===== config.mk =====
export PLATFORM = sky130hd
export DESIGN_NAME = irda_fir_tx_seq
export DESIGN_NICKNAME = d
export VERILOG_FILES = /design/src/rtl/irda_fir_pkg.sv /design/src/rtl/irda_fir_4ppm_enc.sv /design/src/rtl/irda_fir_tx_seq.sv
export SDC_FILE = /design/constraint.sdc
export NUM_CORES = 1
export LEC_CHECK = 0
export BUFFER_PORTS_ARGS = -buffer_cell sky130_fd_sc_hd__buf_2
export CORE_ASPECT_RATIO = 0.7
export CORE_MARGIN = 2
export CORE_UTILIZATION = 58
export CTS_CLUSTER_SIZE = 10
export DETAILED_ROUTE_END_ITERATION = 10
export PLACE_DENSITY = 0.86
export SLEW_MARGIN = 20
export SYNTH_ARGS = -nofsm -noshare
export SYNTH_HDL_FRONTEND = slang
export SYNTH_HIERARCHICAL = 1
export SYNTH_SLANG_ARGS = --single-unit

===== constraint.sdc =====
create_clock -name clk -period 2.9 [get_ports clk]
set_clock_uncertainty 0.05 [all_clocks]
set_input_delay 0.58 -clock clk [delete_from_list [all_inputs] [get_ports clk]]
set_output_delay 0.58 -clock clk [all_outputs]
set_load 0.1 [all_outputs]

===== src/rtl/irda_fir_pkg.sv =====
// Shared definitions for the FIR transmit path: flag codes, sequencer states,
// the 4PPM chip table and CRC-32 constants/helpers.
package irda_fir_pkg;

  typedef enum logic [1:0] {
    FIR_FLAG_NONE = 2'b00,
    FIR_FLAG_PA   = 2'b01,
    FIR_FLAG_STA  = 2'b10,
    FIR_FLAG_STO  = 2'b11
  } fir_flag_e;

  typedef enum logic [2:0] {
    ST_IDLE = 3'd0,
    ST_PA   = 3'd1,
    ST_STA  = 3'd2,
    ST_DATA = 3'd3,
    ST_STO  = 3'd4,
    ST_DONE = 3'd5
  } tx_state_e;

  // Symbol for dibit d sits at [4*d +: 4]; bit 3 of a symbol is the first chip on air.
  localparam logic [15:0] PPM_TABLE = {4'b0001, 4'b0010, 4'b0100, 4'b1000};

  localparam logic [31:0] CRC32_POLY     = 32'h04C11DB7;
  localparam logic [31:0] CRC32_POLY_REF = 32'hEDB88320;  // bit-reversed CRC32_POLY
  localparam logic [31:0] CRC32_INIT     = 32'hFFFFFFFF;

  function automatic logic [3:0] ppm_symbol(input logic [1:0] dibit);
    return PPM_TABLE[{dibit, 2'b00} +: 4];
  endfunction

  // Whole byte as 16 chips, first chip on air in bit 15 (dibit [1:0] goes first).
  function automatic logic [15:0] ppm_encode_byte(input logic [7:0] b);
    return {ppm_symbol(b[1:0]), ppm_symbol(b[3:2]), ppm_symbol(b[5:4]), ppm_symbol(b[7:6])};
  endfunction

  function automatic logic [31:0] crc32_byte(input logic [31:0] crc, input logic [7:0] data);
    logic [31:0] c;
    c = crc ^ {24'h000000, data};
    for (int i = 0; i < 8; i++) begin
      c = c[0] ? ((c >> 1) ^ CRC32_POLY_REF) : (c >> 1);
    end
    return c;
  endfunction

endpackage


===== src/rtl/irda_fir_4ppm_enc.sv =====
// 4PPM byte encoder: loads a byte, shifts out 16 chips one per advance and
// flags the byte boundary (chip counter at zero).
import irda_fir_pkg::*;

module irda_fir_4ppm_enc (
  input  logic       clk,
  input  logic       rst,
  input  logic       clr,
  input  logic       adv,
  input  logic       load,
  input  logic [7:0] byte_i,
  output logic       chip_o,
  output logic       boundary_o
);

  logic [15:0] sr_q, sr_d;
  logic [3:0]  cnt_q, cnt_d;
  logic [15:0] enc;

  always_comb begin
    enc    = ppm_encode_byte(byte_i);
    sr_d   = sr_q;
    cnt_d  = cnt_q;
    // The chip presented on a loading advance is the first chip of the new byte.
    chip_o = load ? enc[15] : sr_q[15];
    if (clr) begin
      sr_d  = '0;
      cnt_d = '0;
    end else if (adv) begin
      sr_d  = load ? {enc[14:0], 1'b0} : {sr_q[14:0], 1'b0};
      cnt_d = cnt_q + 4'd1;
    end
  end

  always_ff @(posedge clk or posedge rst) begin
    if (rst) begin
      sr_q  <= '0;
      cnt_q <= '0;
    end else begin
      sr_q  <= sr_d;
      cnt_q <= cnt_d;
    end
  end

  assign boundary_o = (cnt_q == 4'd0);

endmodule


===== src/rtl/irda_fir_tx_seq.sv =====
// FIR 4 Mb/s transmit frame sequencer: PA x PA_REPS, STA, 4PPM payload, STO.
// Optional CRC-32 trailer enabled by defining IRDA_FIR_TX_CRC_EN.
import irda_fir_pkg::*;

module irda_fir_tx_seq #(
  parameter int PA_REPS  = 16,
  parameter int PA_CNT_W = 8
) (
  input  logic       clk,
  input  logic       wb_rst_i,
  input  logic       fir_tx4_enable,
  input  logic       fir_tx8_enable,
  input  logic       tx_start,
  input  logic [7:0] tx_data,
  input  logic       tx_data_valid,
  input  logic       tx_data_last,
  output logic       tx_data_ready,
  output logic       fir_gen_start,
  output logic [1:0] fir_flag,
  input  logic       flag_eof,
  input  logic       flag_gen_i,
  output logic       fir_tx_o,
  output logic       tx_busy,
  output logic       tx_done,
  output logic       tx_underrun
);

  localparam logic [PA_CNT_W-1:0] PA_LAST = PA_CNT_W'(PA_REPS - 1);

  tx_state_e             state_q, state_d;
  logic [PA_CNT_W-1:0]   pa_cnt_q, pa_cnt_d;
  logic                  gen_start_q, gen_start_d;
  logic                  acc_q, acc_d;
  logic                  armed_q, armed_d;
  logic                  done_q, done_d;
  logic                  last_q, last_d;
  logic                  ur_q, ur_d;
  logic                  underrun_q, underrun_d;
  logic                  fir_tx_q, fir_tx_d;

  logic                  is_flag, flag_fin;
  logic                  enc_load, enc_adv, enc_clr, enc_chip, enc_boundary;
  logic [7:0]            enc_byte;
  logic                  data_end, data_ur;

`ifdef IRDA_FIR_TX_CRC_EN
  logic [31:0]           crc_q, crc_d;
  logic                  crc_ph_q, crc_ph_d;
  logic [2:0]            crc_idx_q, crc_idx_d;
`endif

  irda_fir_4ppm_enc u_enc (
    .clk        (clk),
    .rst        (wb_rst_i),
    .clr        (enc_clr),
    .adv        (enc_adv),
    .load       (enc_load),
    .byte_i     (enc_byte),
    .chip_o     (enc_chip),
    .boundary_o (enc_boundary)
  );

  // Byte-boundary decision: next payload byte, CRC byte, or close the frame.
  always_comb begin
    enc_load      = 1'b0;
    enc_byte      = tx_data;
    tx_data_ready = 1'b0;
    data_end      = 1'b0;
    data_ur       = 1'b0;
    enc_clr       = (state_q != ST_DATA);
    if (state_q == ST_DATA && fir_tx8_enable && enc_boundary) begin
`ifdef IRDA_FIR_TX_CRC_EN
      if (crc_ph_q) begin
        if (crc_idx_q == 3'd4) begin
          data_end = 1'b1;
        end else begin
          enc_load = 1'b1;
          enc_byte = crc_q[7:0];
        end
      end else if (last_q) begin
        enc_load = 1'b1;
        enc_byte = ~crc_q[7:0];
      end
`else
      if (last_q) begin
        data_end = 1'b1;
      end
`endif
      else if (tx_data_valid) begin
        enc_load      = 1'b1;
        tx_data_ready = 1'b1;
      end else begin
        data_end = 1'b1;
        data_ur  = 1'b1;
      end
    end
    enc_adv = (state_q == ST_DATA) && fir_tx8_enable && (!enc_boundary || enc_load);
  end

  always_comb begin
    state_d     = state_q;
    pa_cnt_d    = pa_cnt_q;
    gen_start_d = gen_start_q;
    acc_d       = acc_q;
    armed_d     = armed_q;
    done_d      = done_q;
    last_d      = last_q;
    ur_d        = ur_q;
    underrun_d  = 1'b0;
    fir_tx_d    = fir_tx_q;

    // Flag handshake: accept on tx4, arm on eof low (drops a stale eof),
    // latch eof high, then move on at the next tx4.
    is_flag  = (state_q == ST_PA) || (state_q == ST_STA) || (state_q == ST_STO);
    flag_fin = is_flag && done_q && fir_tx4_enable;
    if (is_flag) begin
      if (gen_start_q && fir_tx4_enable) begin
        gen_start_d = 1'b0;
        acc_d       = 1'b1;
      end
      if (acc_q && !armed_q && !flag_eof) armed_d = 1'b1;
      if (armed_q && flag_eof)            done_d  = 1'b1;
      if (flag_fin) begin
        acc_d   = 1'b0;
        armed_d = 1'b0;
        done_d  = 1'b0;
      end
    end

    case (state_q)
      ST_IDLE: begin
        fir_tx_d = 1'b0;
        if (tx_start) begin
          state_d     = ST_PA;
          pa_cnt_d    = '0;
          gen_start_d = 1'b1;
          last_d      = 1'b0;
          ur_d        = 1'b0;
        end
      end
      ST_PA: begin
        fir_tx_d = flag_gen_i;
        if (flag_fin) begin
          pa_cnt_d    = pa_cnt_q + PA_CNT_W'(1);
          gen_start_d = 1'b1;
          if (pa_cnt_q == PA_LAST) state_d = ST_STA;
        end
      end
      ST_STA: begin
        fir_tx_d = flag_gen_i;
        if (flag_fin) state_d = ST_DATA;
      end
      ST_DATA: begin
        if (enc_adv) fir_tx_d = enc_chip;
        if (tx_data_ready) last_d = tx_data_last;
        if (data_end) begin
          state_d     = ST_STO;
          gen_start_d = 1'b1;
          if (data_ur) begin
            ur_d       = 1'b1;
            underrun_d = 1'b1;
          end
        end
      end
      ST_STO: begin
        fir_tx_d = flag_gen_i;
        if (flag_fin) state_d = ST_DONE;
      end
      ST_DONE: begin
        fir_tx_d = 1'b0;
        state_d  = ST_IDLE;
      end
      default: begin
        fir_tx_d = 1'b0;
        state_d  = ST_IDLE;
      end
    endcase
  end

  always_ff @(posedge clk or posedge wb_rst_i) begin
    if (wb_rst_i) begin
      state_q     <= ST_IDLE;
      pa_cnt_q    <= '0;
      gen_start_q <= 1'b0;
      acc_q       <= 1'b0;
      armed_q     <= 1'b0;
      done_q      <= 1'b0;
      last_q      <= 1'b0;
      ur_q        <= 1'b0;
      underrun_q  <= 1'b0;
      fir_tx_q    <= 1'b0;
    end else begin
      state_q     <= state_d;
      pa_cnt_q    <= pa_cnt_d;
      gen_start_q <= gen_start_d;
      acc_q       <= acc_d;
      armed_q     <= armed_d;
      done_q      <= done_d;
      last_q      <= last_d;
      ur_q        <= ur_d;
      underrun_q  <= underrun_d;
      fir_tx_q    <= fir_tx_d;
    end
  end

`ifdef IRDA_FIR_TX_CRC_EN
  // CRC accumulates over payload; afterwards crc_q holds the remaining
  // complemented trailer bytes, sent low byte first.
  always_comb begin
    crc_d     = crc_q;
    crc_ph_d  = crc_ph_q;
    crc_idx_d = crc_idx_q;
    if (state_q == ST_IDLE && tx_start) begin
      crc_d     = CRC32_INIT;
      crc_ph_d  = 1'b0;
      crc_idx_d = '0;
    end else if (tx_data_ready) begin
      crc_d = crc32_byte(crc_q, tx_data);
    end else if (enc_load && !crc_ph_q) begin
      crc_d     = {8'h00, ~crc_q[31:8]};
      crc_ph_d  = 1'b1;
      crc_idx_d = 3'd1;
    end else if (enc_load) begin
      crc_d     = {8'h00, crc_q[31:8]};
      crc_idx_d = crc_idx_q + 3'd1;
    end
  end

  always_ff @(posedge clk or posedge wb_rst_i) begin
    if (wb_rst_i) begin
      crc_q     <= '0;
      crc_ph_q  <= 1'b0;
      crc_idx_q <= '0;
    end else begin
      crc_q     <= crc_d;
      crc_ph_q  <= crc_ph_d;
      crc_idx_q <= crc_idx_d;
    end
  end
`endif

  always_comb begin
    case (state_q)
      ST_PA:   fir_flag = FIR_FLAG_PA;
      ST_STA:  fir_flag = FIR_FLAG_STA;
      ST_STO:  fir_flag = FIR_FLAG_STO;
      default: fir_flag = FIR_FLAG_NONE;
    endcase
  end

  assign fir_gen_start = gen_start_q;
  assign fir_tx_o      = fir_tx_q;
  assign tx_busy       = (state_q != ST_IDLE);
  assign tx_done       = (state_q == ST_DONE) && !ur_q;
  assign tx_underrun   = underrun_q;

endmodule


; After elaboration in Yosys (flattened, before gate mapping)
; Cells that the tools add are included.
[classes]
add_sub_neg = 2
eq_ne = 16
n_reduce_logical = 34
muxes = 48
n_shift = 4
[ops]
columns = op, count
row1 = "indexed part select 16 x 5 -> 4 bit, first input constant", 4
row2 = 2-to-1 mux 16 bit, 3
row3 = 2-to-1 mux 1 bit, 28
row4 = 2-to-1 mux 3 bit, 6
row5 = 2-to-1 mux 8 bit, 2
row6 = case mux 8 bit (2 select lines), 1
row7 = case mux 3 bit (5 select lines), 1
row8 = "!= test 2 bit, second input constant", 7
row9 = nonzero test 2 bit, 6
row10 = logical AND 1 bit, 10
row11 = "adder 8 x 1 -> 8 bit, second input constant", 1
row12 = "equality test 8 x 4 -> 1 bit, second input constant", 1
row13 = 2-to-1 mux 4 bit, 2
row14 = "equality test 3 x 2 -> 1 bit, second input constant", 2
row15 = "equality test 3 bit, second input constant", 2
row16 = case mux 1 bit (2 select lines), 3
row17 = case mux 2 bit (3 select lines), 1
row18 = AND reduction 2 bit, 3
row19 = AND reduction 3 bit, 2
row20 = AND reduction 6 bit, 1
row21 = "adder 4 x 1 -> 4 bit, second input constant", 1
row22 = logical NOT 1 bit, 4
row23 = logical NOT 4 bit, 1
row24 = "!= test 2 x 1 -> 1 bit, second input constant", 2
row25 = 8 further kinds, 10
[totals]
output_inout_bits = 8
in_bits = 17
reg_bits = 39
elab_cells = 116

; Logic depth before layout (Yosys ltp)
; Gate-level depths: netlist of the first run.
[logic_depth]
word_depth = 8
ltp_mapped = 11
mapped_depth_nobuf = 10

; Modules after synthesis
; Netlist of the first run, hierarchy kept.
[by_module_without_submodules]
columns = mod, cells_each, area_per_inst_um2, instances
row1 = irda_fir_tx_seq, 116, 1084.8, 1
row2 = irda_fir_4ppm_enc, 97, 1078.5, 1

; Least setup slack after synthesis of the first run
; No wires, ideal clock.
[synth_timing]
path_kind = flip-flop to flip-flop
startpoint = register u_enc.cnt_q[0]
endpoint = register fir_tx_q (netlist: fir_tx_o)
path_buffers = 1
required_time_ps = 2723
setup_time_ps = 127
path_slack_ps = -870
synth_period_minus_slack_ps = 3770
t_arrival_ps = 3593
path_stages_with_launch = 12
path_cell_list = dfrtp_1 inv_1 ha_1 nor3b_1 nand3_1 or2_1 nor2_1 buf_2 mux2_2 inv_1 a21o_1 a21oi_1
[synth_via]
elab_chain_cells = 6
word_cells_on_any_way = 10
[synth_rtl]
columns = element, line
row1 = "start, declared", irda_fir_4ppm_enc.sv:17  ; logic [3:0] cnt_q, cnt_d;
row2 = "start signal, assigned", irda_fir_4ppm_enc.sv:41  ; cnt_q <= cnt_d;
row3 = logical NOT 4 bit, irda_fir_4ppm_enc.sv:45  ; assign boundary_o = (cnt_q == 4'd0);
row4 = named net enc_boundary, irda_fir_tx_seq.sv:42  ; logic enc_load, enc_adv, enc_clr, enc_chip, enc_boundary;
row5 = logical AND 1 bit, irda_fir_tx_seq.sv:71  ; if (state_q == ST_DATA && fir_tx8_enable && enc_boundary) begin
row6 = 2-to-1 mux 1 bit, -
row7 = named net tx_data_ready, irda_fir_tx_seq.sv:17  ; output logic tx_data_ready,
row8 = 2-to-1 mux 1 bit, irda_fir_4ppm_enc.sv:25  ; chip_o = load ? enc[15] : sr_q[15];
row9 = named net enc_chip, irda_fir_tx_seq.sv:42
row10 = 2-to-1 mux 1 bit, irda_fir_tx_seq.sv:154  ; if (enc_adv) fir_tx_d = enc_chip;
row11 = case mux 1 bit (2 select lines), irda_fir_tx_seq.sv:130  ; case (state_q)
row12 = "end signal, assigned", irda_fir_tx_seq.sv:202  ; fir_tx_q <= fir_tx_d;
row13 = "end, declared", irda_fir_tx_seq.sv:39  ; logic fir_tx_q, fir_tx_d;
; The timed path passes the listed nets, and every way through them passes these cells. The select of a mux whose other input is x is not followed.
; A chain may end at the register's enable or synchronous reset.

; Worst setup path in the final report of the first run
[layout_timing]
startpoint = register u_enc.cnt_q[0]
endpoint = output tx_data_ready
[layout_via]
elab_chain_cells = 3
[layout_rtl]
columns = element, line
row1 = logical NOT 4 bit, irda_fir_4ppm_enc.sv:45
row2 = named net enc_boundary, irda_fir_tx_seq.sv:42
row3 = logical AND 1 bit, irda_fir_tx_seq.sv:71
row4 = 2-to-1 mux 1 bit, irda_fir_tx_seq.sv:71
row5 = "end, declared", irda_fir_tx_seq.sv:17
; The timed path passes the listed nets, and every way through them passes these cells.

==> results.yml, run 1 <==
layout:
  fin_util_pct: 69.44
  diodes: 0
  layout.nets: 253
  stdcell_area_sq_um: 2471
  drive_gt1_share_pct: 18.80
  area_growth_syn_to_layout_pct: 14.23
detailed_routing:
  drc: 0
  wl_microns: 4276
  routedWlPerCell_microns: 15.06
  drtIter0Drc: 113
  ant_nets: 0
  drt-vias-per-instance: 5.711
  num_vias: 1622
  first_pass_iters: 4
clocking:
  cts_inserted_buffers: 5
  cts-root-buf: "clkbuf_8"
  clk_pin_slew_worst_paths_ns: 0.07
  hold_buffers: 0
  clock_latency_ns: 0.29
  cts_sinks: 38
  clockBufferDepth: 2
  cts_resized: 0
  htree_levels: 2
  post_cts_buffers: 0
  cts_tree: "done"
yosys:
  synth_area_leaders: "dfrtp_1, nor3b_1, nor4bb_1, a221o_1, nor2_1"
  ys_seq_elements: 38
  syn_inst: 213
  yosysTopAreaCell: "dfrtp_1"
  ys_seq_area_share_pct: 43.96
  ys_types: 47
  synth_top_area_share_pct: 43.96
  synth_warnings: 6
  synth_enable_flop_cells: 0
  synthArstFlopShare_pct: 100.0
  synth_area_sq_um: 2163
  syn_avg_cell_area_sq_um: 10.16
  synth_top_flop_cell: "dfrtp_1"
  synth.net_count: 233
grt:
  grt.total_usage_pct: 22.65
  grt_overflow: 0
  grt_pass1_vias: 1494
  grt_max_degree: 37
  grt_pass1_wl_microns: 7272
  antenna_found_initial: 0
floorplan:
  rows: 18
  io_pins: 25
  core_sq_um: 3558
  die_x_microns: 77.00
  chipHeight_microns: 55.10
  dieArea_sq_um: 4242
  start_util_pct: 60.79
critical_path:
  endpoint_kind: "primary output"
  crit_arrival_ns: 2.10
  worst_path_max_delay_cell: "dfrtp_1"
  start_kind: "flop"
  path_cells: "inv_1, ha_1, nor3b_1, nand3_1, or2_1, nor2_4, buf_12"
  crit_type: "reg2out"
  critPathLaunch: "u_enc/cnt_q[0]"
  cp_num_buf_inv: 2
  critPathMaxFanout: 10
  cpPeakStageDelay_ns: 0.43
  cp.required_ns: 2.27
  cpLargestDelayFamily: "simple AND/OR/NAND/NOR gates"
  timing.rr.start: "u_enc/cnt_q[0]"
placement:
  gp_congestion: 0.8330
  placed_cell_area_sq_um: 2322
  io_buffers: 24
  place_hpwl_microns: 2954
hold_path:
  hold_path.class: "in2async"
timing:
  report.final.slew_viol_count: 0
  fin_crit_ns: 2.731
  rsz0062_at_grt: "false"
  max_freq_mhz: 366.2
  post-route-period-util_pct: 94.17
  tightest_slew_ns: 0.7322
  slew_headroom_pct: 51.14
  setup_tns_ns: 0
  finalSetupViolCount: 0
  hold_violations: 0
power:
  p_int_mw: 1.082
  switching_share_pct: 33.08
  power_density_nw_per_um2: 654.5
  switchingPower_mw: 0.5350
  p_seq_share_pct: 39.6
  vdd_drop_max_mv: 0.3906
  combPwrFrac_pct: 26.2
  leakage_nw: 1.124
  clkPwrFrac_pct: 34.2
  p_total_mw: 1.617
job:
  max_cap_violations: 0
run_status:
  status: "completed"
-- cell usage after synthesis, types with 4 or more instances --
library cell and instances:
nand2_1 10, a31oi_1 4, nor2_1 16, a211o_1 6, a221o_1 7, nand3b_1 4
nor3b_1 15, buf_4 7, nand2b_1 7, xor2_1 6, nor4bb_1 8, a21oi_1 9
buf_2 5, dfrtp_1 38, nor2b_1 4, o2111ai_1 4, inv_1 10
-- registers in the layout (all words and copies together) (netlist names) --
name and count:
u_enc/sr_q 15, pa_cnt_q 8, u_enc/cnt_q 4, state_q 3, acc_q 1, armed_q 1, done_q 1, fir_gen_start 1
fir_tx_o 1, last_q 1, tx_underrun 1, ur_q 1
-- power by group through the flow --
stage | clock, mW | combinational (mW) | sequential (mW)
after floorplan | 0 | 0.287 | 0.708
after global placement | 0 | 0.415 | 0.648
after detailed placement | 0 | 0.420 | 0.650
after CTS | 0.564 | 0.423 | 0.641
after global routing | 0.583 | 0.460 | 0.649
final | 0.553 | 0.424 | 0.641
-- logic make-up (layout without fill, tap and decap cells) --
kind of cell / after synthesis / count (layout) / synth area share, %
AND/OR/NAND/NOR: 87 / 88 / 25.97
XOR/XNOR: 9 / 9 / 3.644
AO/OA/AOI/OAI: 48 / 48 / 17.35
adder cells (fa/ha/maj): 3 / 3 / 1.735
flip-flops: 38 / 38 / 43.96
buffers and inverters: 25 / 45 / 5.841
multiplexers: 3 / 3 / 1.504
-- worst paths after layout --
| path | slack, ns | depth (start not counted) | endpoint |
|---|---|---|---|
| min in group clk | 0.42 | 1 | tx_underrun |
| worst max-delay path | 0.17 | 7 | tx_data_ready |
| worst min register to register | 0.42 | 1 | tx_underrun |
| worst min-delay path | 0.37 | 2 | pa_cnt_q[4] |
| worst max register to register | 0.56 | 10 | fir_tx_o |
| max in group asynchronous | 1.97 | 2 | state_q[0] |
-- layout make-up --
| type | instances | area [sq um] |
|---|---|---|
| sequential | 38 | 950.9 |
| timing repair buffer | 27 | 170.2 |
| tap | 50 | 62.56 |
| clock inverter | 2 | 60.06 |
| inverter | 10 | 37.54 |
| multi-input combinational | 151 | 1107 |
| clock buffer | 6 | 82.58 |
| fill | 288 | 1087 |
-- through the flow --
| step | instances | setup slack [ns] | hold WS [ns] |
|---|---|---|---|
| 2_1_floorplan | 213 | 0.09853 | 0.3843 |
| 3_3_place_gp | 275 | 0.4792 | 0.4214 |
| 3_5_place_dp | 275 | 0.4174 | 0.4229 |
| 4_1_cts | 283 | 0.08995 | 0.3816 |
| 5_1_grt | 284 | 0.03915 | 0.4297 |
| 6_report | 284 | 0.1690 | 0.3663 |
-- placed cells by master, fill, tap and decap left out, types with 3 or more instances in the layout --
cell type,instances
and2_1,3
buf_2,23
and4b_1,3
ha_1,3
xnor2_1,3
nand3b_1,4
a211o_1,6
a21oi_1,9
nand4_1,3
nand2b_1,7
nor3_1,3
xor2_1,6
a221o_1,7
o21ai_1,3
dfrtp_1,38
o2111ai_1,4
inv_1,10
nor2_1,15
nor3b_1,14
nor4bb_1,8
nor2b_1,3
clkbuf_8,6
a31oi_1,4
nand2_1,10
-- metal layers --
metal	vias up	GRT usage, %	part of all wire [%]
met1	771	33.06	52
met5	-	0	0
met3	5	4.870	3.8
met2	24	33.92	43
met4	0	8.036	0.94
li1	822	-	-
Note: power is estimated with default switching activity, not from simulation.
==> inputs of run 2 (changes only) <==
--- a/config.mk
+++ b/config.mk
@@ -8,10 +8,10 @@
 export BUFFER_PORTS_ARGS = -buffer_cell sky130_fd_sc_hd__buf_2
 export CORE_ASPECT_RATIO = 0.7
 export CORE_MARGIN = 2
-export CORE_UTILIZATION = 58
+export CORE_UTILIZATION = 52
 export CTS_CLUSTER_SIZE = 10
 export DETAILED_ROUTE_END_ITERATION = 10
-export PLACE_DENSITY = 0.86
+export PLACE_DENSITY = 0.82
 export SLEW_MARGIN = 20
 export SYNTH_ARGS = -nofsm -noshare
 export SYNTH_HDL_FRONTEND = slang
==> constraint.sdc (replaced) <==
create_clock -name clk -period 2.26 [get_ports clk]
set_clock_uncertainty 0.05 [all_clocks]
set_input_delay 0.452 -clock clk [delete_from_list [all_inputs] [get_ports clk]]
set_output_delay 0.452 -clock clk [all_outputs]
set_load 0.1 [all_outputs]
==> run 2 against run 1 <==
Net effect: the flow now finishes with violations (setup timing); hold slack lost 0.14 ns; clock-buffer cell count fell by 1; largest power group unchanged; cell count increased by 3.2%; global-route usage decreased by 0.71 points; cell area increased by 3.9%; worst setup slack got worse by 0.26 ns; sequential share of layout area is 1.4 points lower.
==> results.yml, run 2 (synthesis results as in run 1) <==
detailed_routing:
  wl_microns: 4331
  wl_met3_microns: 203
  drt-vias-per-instance: 5.751
  wl_met1_microns: 2230
  ant_nets: 0
  dr.max_layer_used: "met4"
  routedWlPerCell_microns: 14.78
  drtIter0Drc: 131
  routed-wl-met2_microns: 1800
  first_pass_iters: 5
  drc: 0
  num_vias: 1685
critical_path:
  cpPeakStageDelay_ns: 0.38
  critPathLaunch: "u_enc/cnt_q[0]"
  reg2reg_slack_ns: 0.07
  crit_arrival_ns: 1.85
  critPathMaxFanout: 3
  cp_common_cell: "buf_12"
  endpoint_kind: "primary output"
  r2r_cells: 10
  crit_type: "reg2out"
  cp.required_ns: 1.76
  r2r_end: "u_enc/sr_q[12]"
  endpoint: "tx_data_ready"
  path_cells: "inv_1, ha_1, nor3b_4, nand3_2, or2_4, nor2_4, buf_12, buf_12"
  worst_path_max_delay_cell: "dfrtp_1"
  timing.rr.start: "u_enc/cnt_q[0]"
  start_kind: "flop"
power:
  leakage_nw: 1.184
  power_density_nw_per_um2: 756.6
  vdd_drop_max_mv: 0.6226
  clkPwrFrac_pct: 29.1
  p_seq_share_pct: 42.9
  switching_share_pct: 35.72
  p_int_mw: 1.249
  switchingPower_mw: 0.6938
  combPwrFrac_pct: 28.0
layout:
  layout.nets: 260
  max_flop_register: "u_enc/sr_q"
  mostFrequentLayoutCell: "dfrtp_1"
  area_growth_syn_to_layout_pct: 18.68
  largest_reg_flops: 15
  largestRegisters: "u_enc/sr_q: 15 flops, pa_cnt_q: 8 flops, u_enc/cnt_q: 4 flops"
  stdcell_area_sq_um: 2567
  layout_common_cells: "dfrtp_1, buf_2, nor2_1"
  diodes: 0
  drive_gt1_share_pct: 23.65
run_status:
  status: "finished, violations left"
  violations: "setup timing"
floorplan:
  rows: 19
  dieArea_sq_um: 4700
  die_x_microns: 81.09
  io_pins: 25
  chipHeight_microns: 57.97
  start_util_pct: 54.82
  core_sq_um: 3946
grt:
  grt_pass1_wl_microns: 7617
  grt_max_degree: 37
  grt.total_usage_pct: 21.94
  antenna_found_initial: 0
  grt_pass1_vias: 1528
  grt_overflow: 0
clocking:
  clk_pin_slew_worst_paths_ns: 0.08
  cts_inserted_buffers: 5
  clockBufferDepth: 2
  htree_levels: 2
  clock_latency_ns: 0.30
  cts-root-buf: "clkbuf_8"
  cts_sinks: 38
  cts_tree: "done"
  hold_buffers: 0
timing:
  tightest_slew_ns: 0.7445
  slew_headroom_pct: 50.31
  worst_slack_ns: -0.09312
  setup_tns_ns: -0.09312
  report.final.slew_viol_count: 0
  rsz0062_at_grt: "true"
  finalSetupViolCount: 1
  hold_violations: 0
  post-route-period-util_pct: 104.1
  fin_crit_ns: 2.353
  max_freq_mhz: 425.0
placement:
  placed_cell_area_sq_um: 2407
  place_hpwl_microns: 2974
  io_buffers: 24
  gp_congestion: 0.8283
hold_path:
  hold_path.class: "in2async"
job:
  max_cap_violations: 0
[run 2: per-layer routing]
| layer | vias up | GRT usage (%) |
|---|---|---|
| met5 | - | 0 |
| met4 | 0 | 10.17 |
| met3 | 8 | 5.296 |
| met2 | 30 | 28.10 |
| met1 | 812 | 34.56 |
| li1 | 835 | - |
[run 2: power groups by stage]
| stage | Clock [mW] | Combinational [mW] | Sequential (mW) |
|---|---|---|---|
| after CTS | 0.579 | 0.544 | 0.832 |
| after global routing | 0.610 | 0.591 | 0.849 |
| final | 0.566 | 0.543 | 0.833 |
| after detailed placement | 0 | 0.540 | 0.843 |
| after floorplan | 0 | 0.374 | 0.909 |
| after global placement | 0 | 0.529 | 0.842 |
[run 2: timing repair]
item                                    in CTS  in global routing
endpoints found under the setup margin       1                 11
buffers inserted                             3                  0
resized for setup                            1                  4
pin swaps                                    2                  0
[run 2: worst max-delay path, delay by kind of cell, from the launching register on]
family,cells,cell delay (ns)
DFF,1,0.38
and+or+nand+nor,4,0.68
buffers and inverters,3,0.34
adders and majority gates,1,0.14
[run 2: cell type report]
| class | count | area, sq um |
|---|---|---|
| repair buffers | 35 | 257.7 |
| flip-flops and latches | 38 | 950.9 |
| well taps | 52 | 65.06 |
| clock inverters | 3 | 40.04 |
| clock buffers | 5 | 68.82 |
| fillers | 314 | 1379 |
| multi-input cells | 150 | 1147 |
| inverters | 10 | 37.54 |
[run 2: worst min-delay path by stage]
stage | end | slack [ns]
final | u_enc/sr_q[7] | 0.22
after global routing | u_enc/sr_q[7] | 0.29
after floorplan | acc_q | 0.35
after global placement | tx_underrun | 0.43
after CTS | u_enc/sr_q[8] | 0.25
after detailed placement | tx_underrun | 0.43
[run 2: through the flow]
| step | setup WS (ns) | util, % | cells | power, mW | hold WS, ns |
|---|---|---|---|---|---|
| 2_1_floorplan | -0.3486 | - | 213 | 1.283 | 0.3531 |
| 3_3_place_gp | 0.08273 | 61.00 | 282 | 1.371 | 0.4286 |
| 3_5_place_dp | 0.04891 | 61.00 | 282 | 1.383 | 0.4302 |
| 4_1_cts | -0.1321 | 64.39 | 293 | 1.956 | 0.2486 |
| 5_1_grt | -0.2142 | 65.06 | 293 | 2.050 | 0.2913 |
| 6_report | -0.09312 | 65.06 | 293 | 1.943 | 0.2238 |
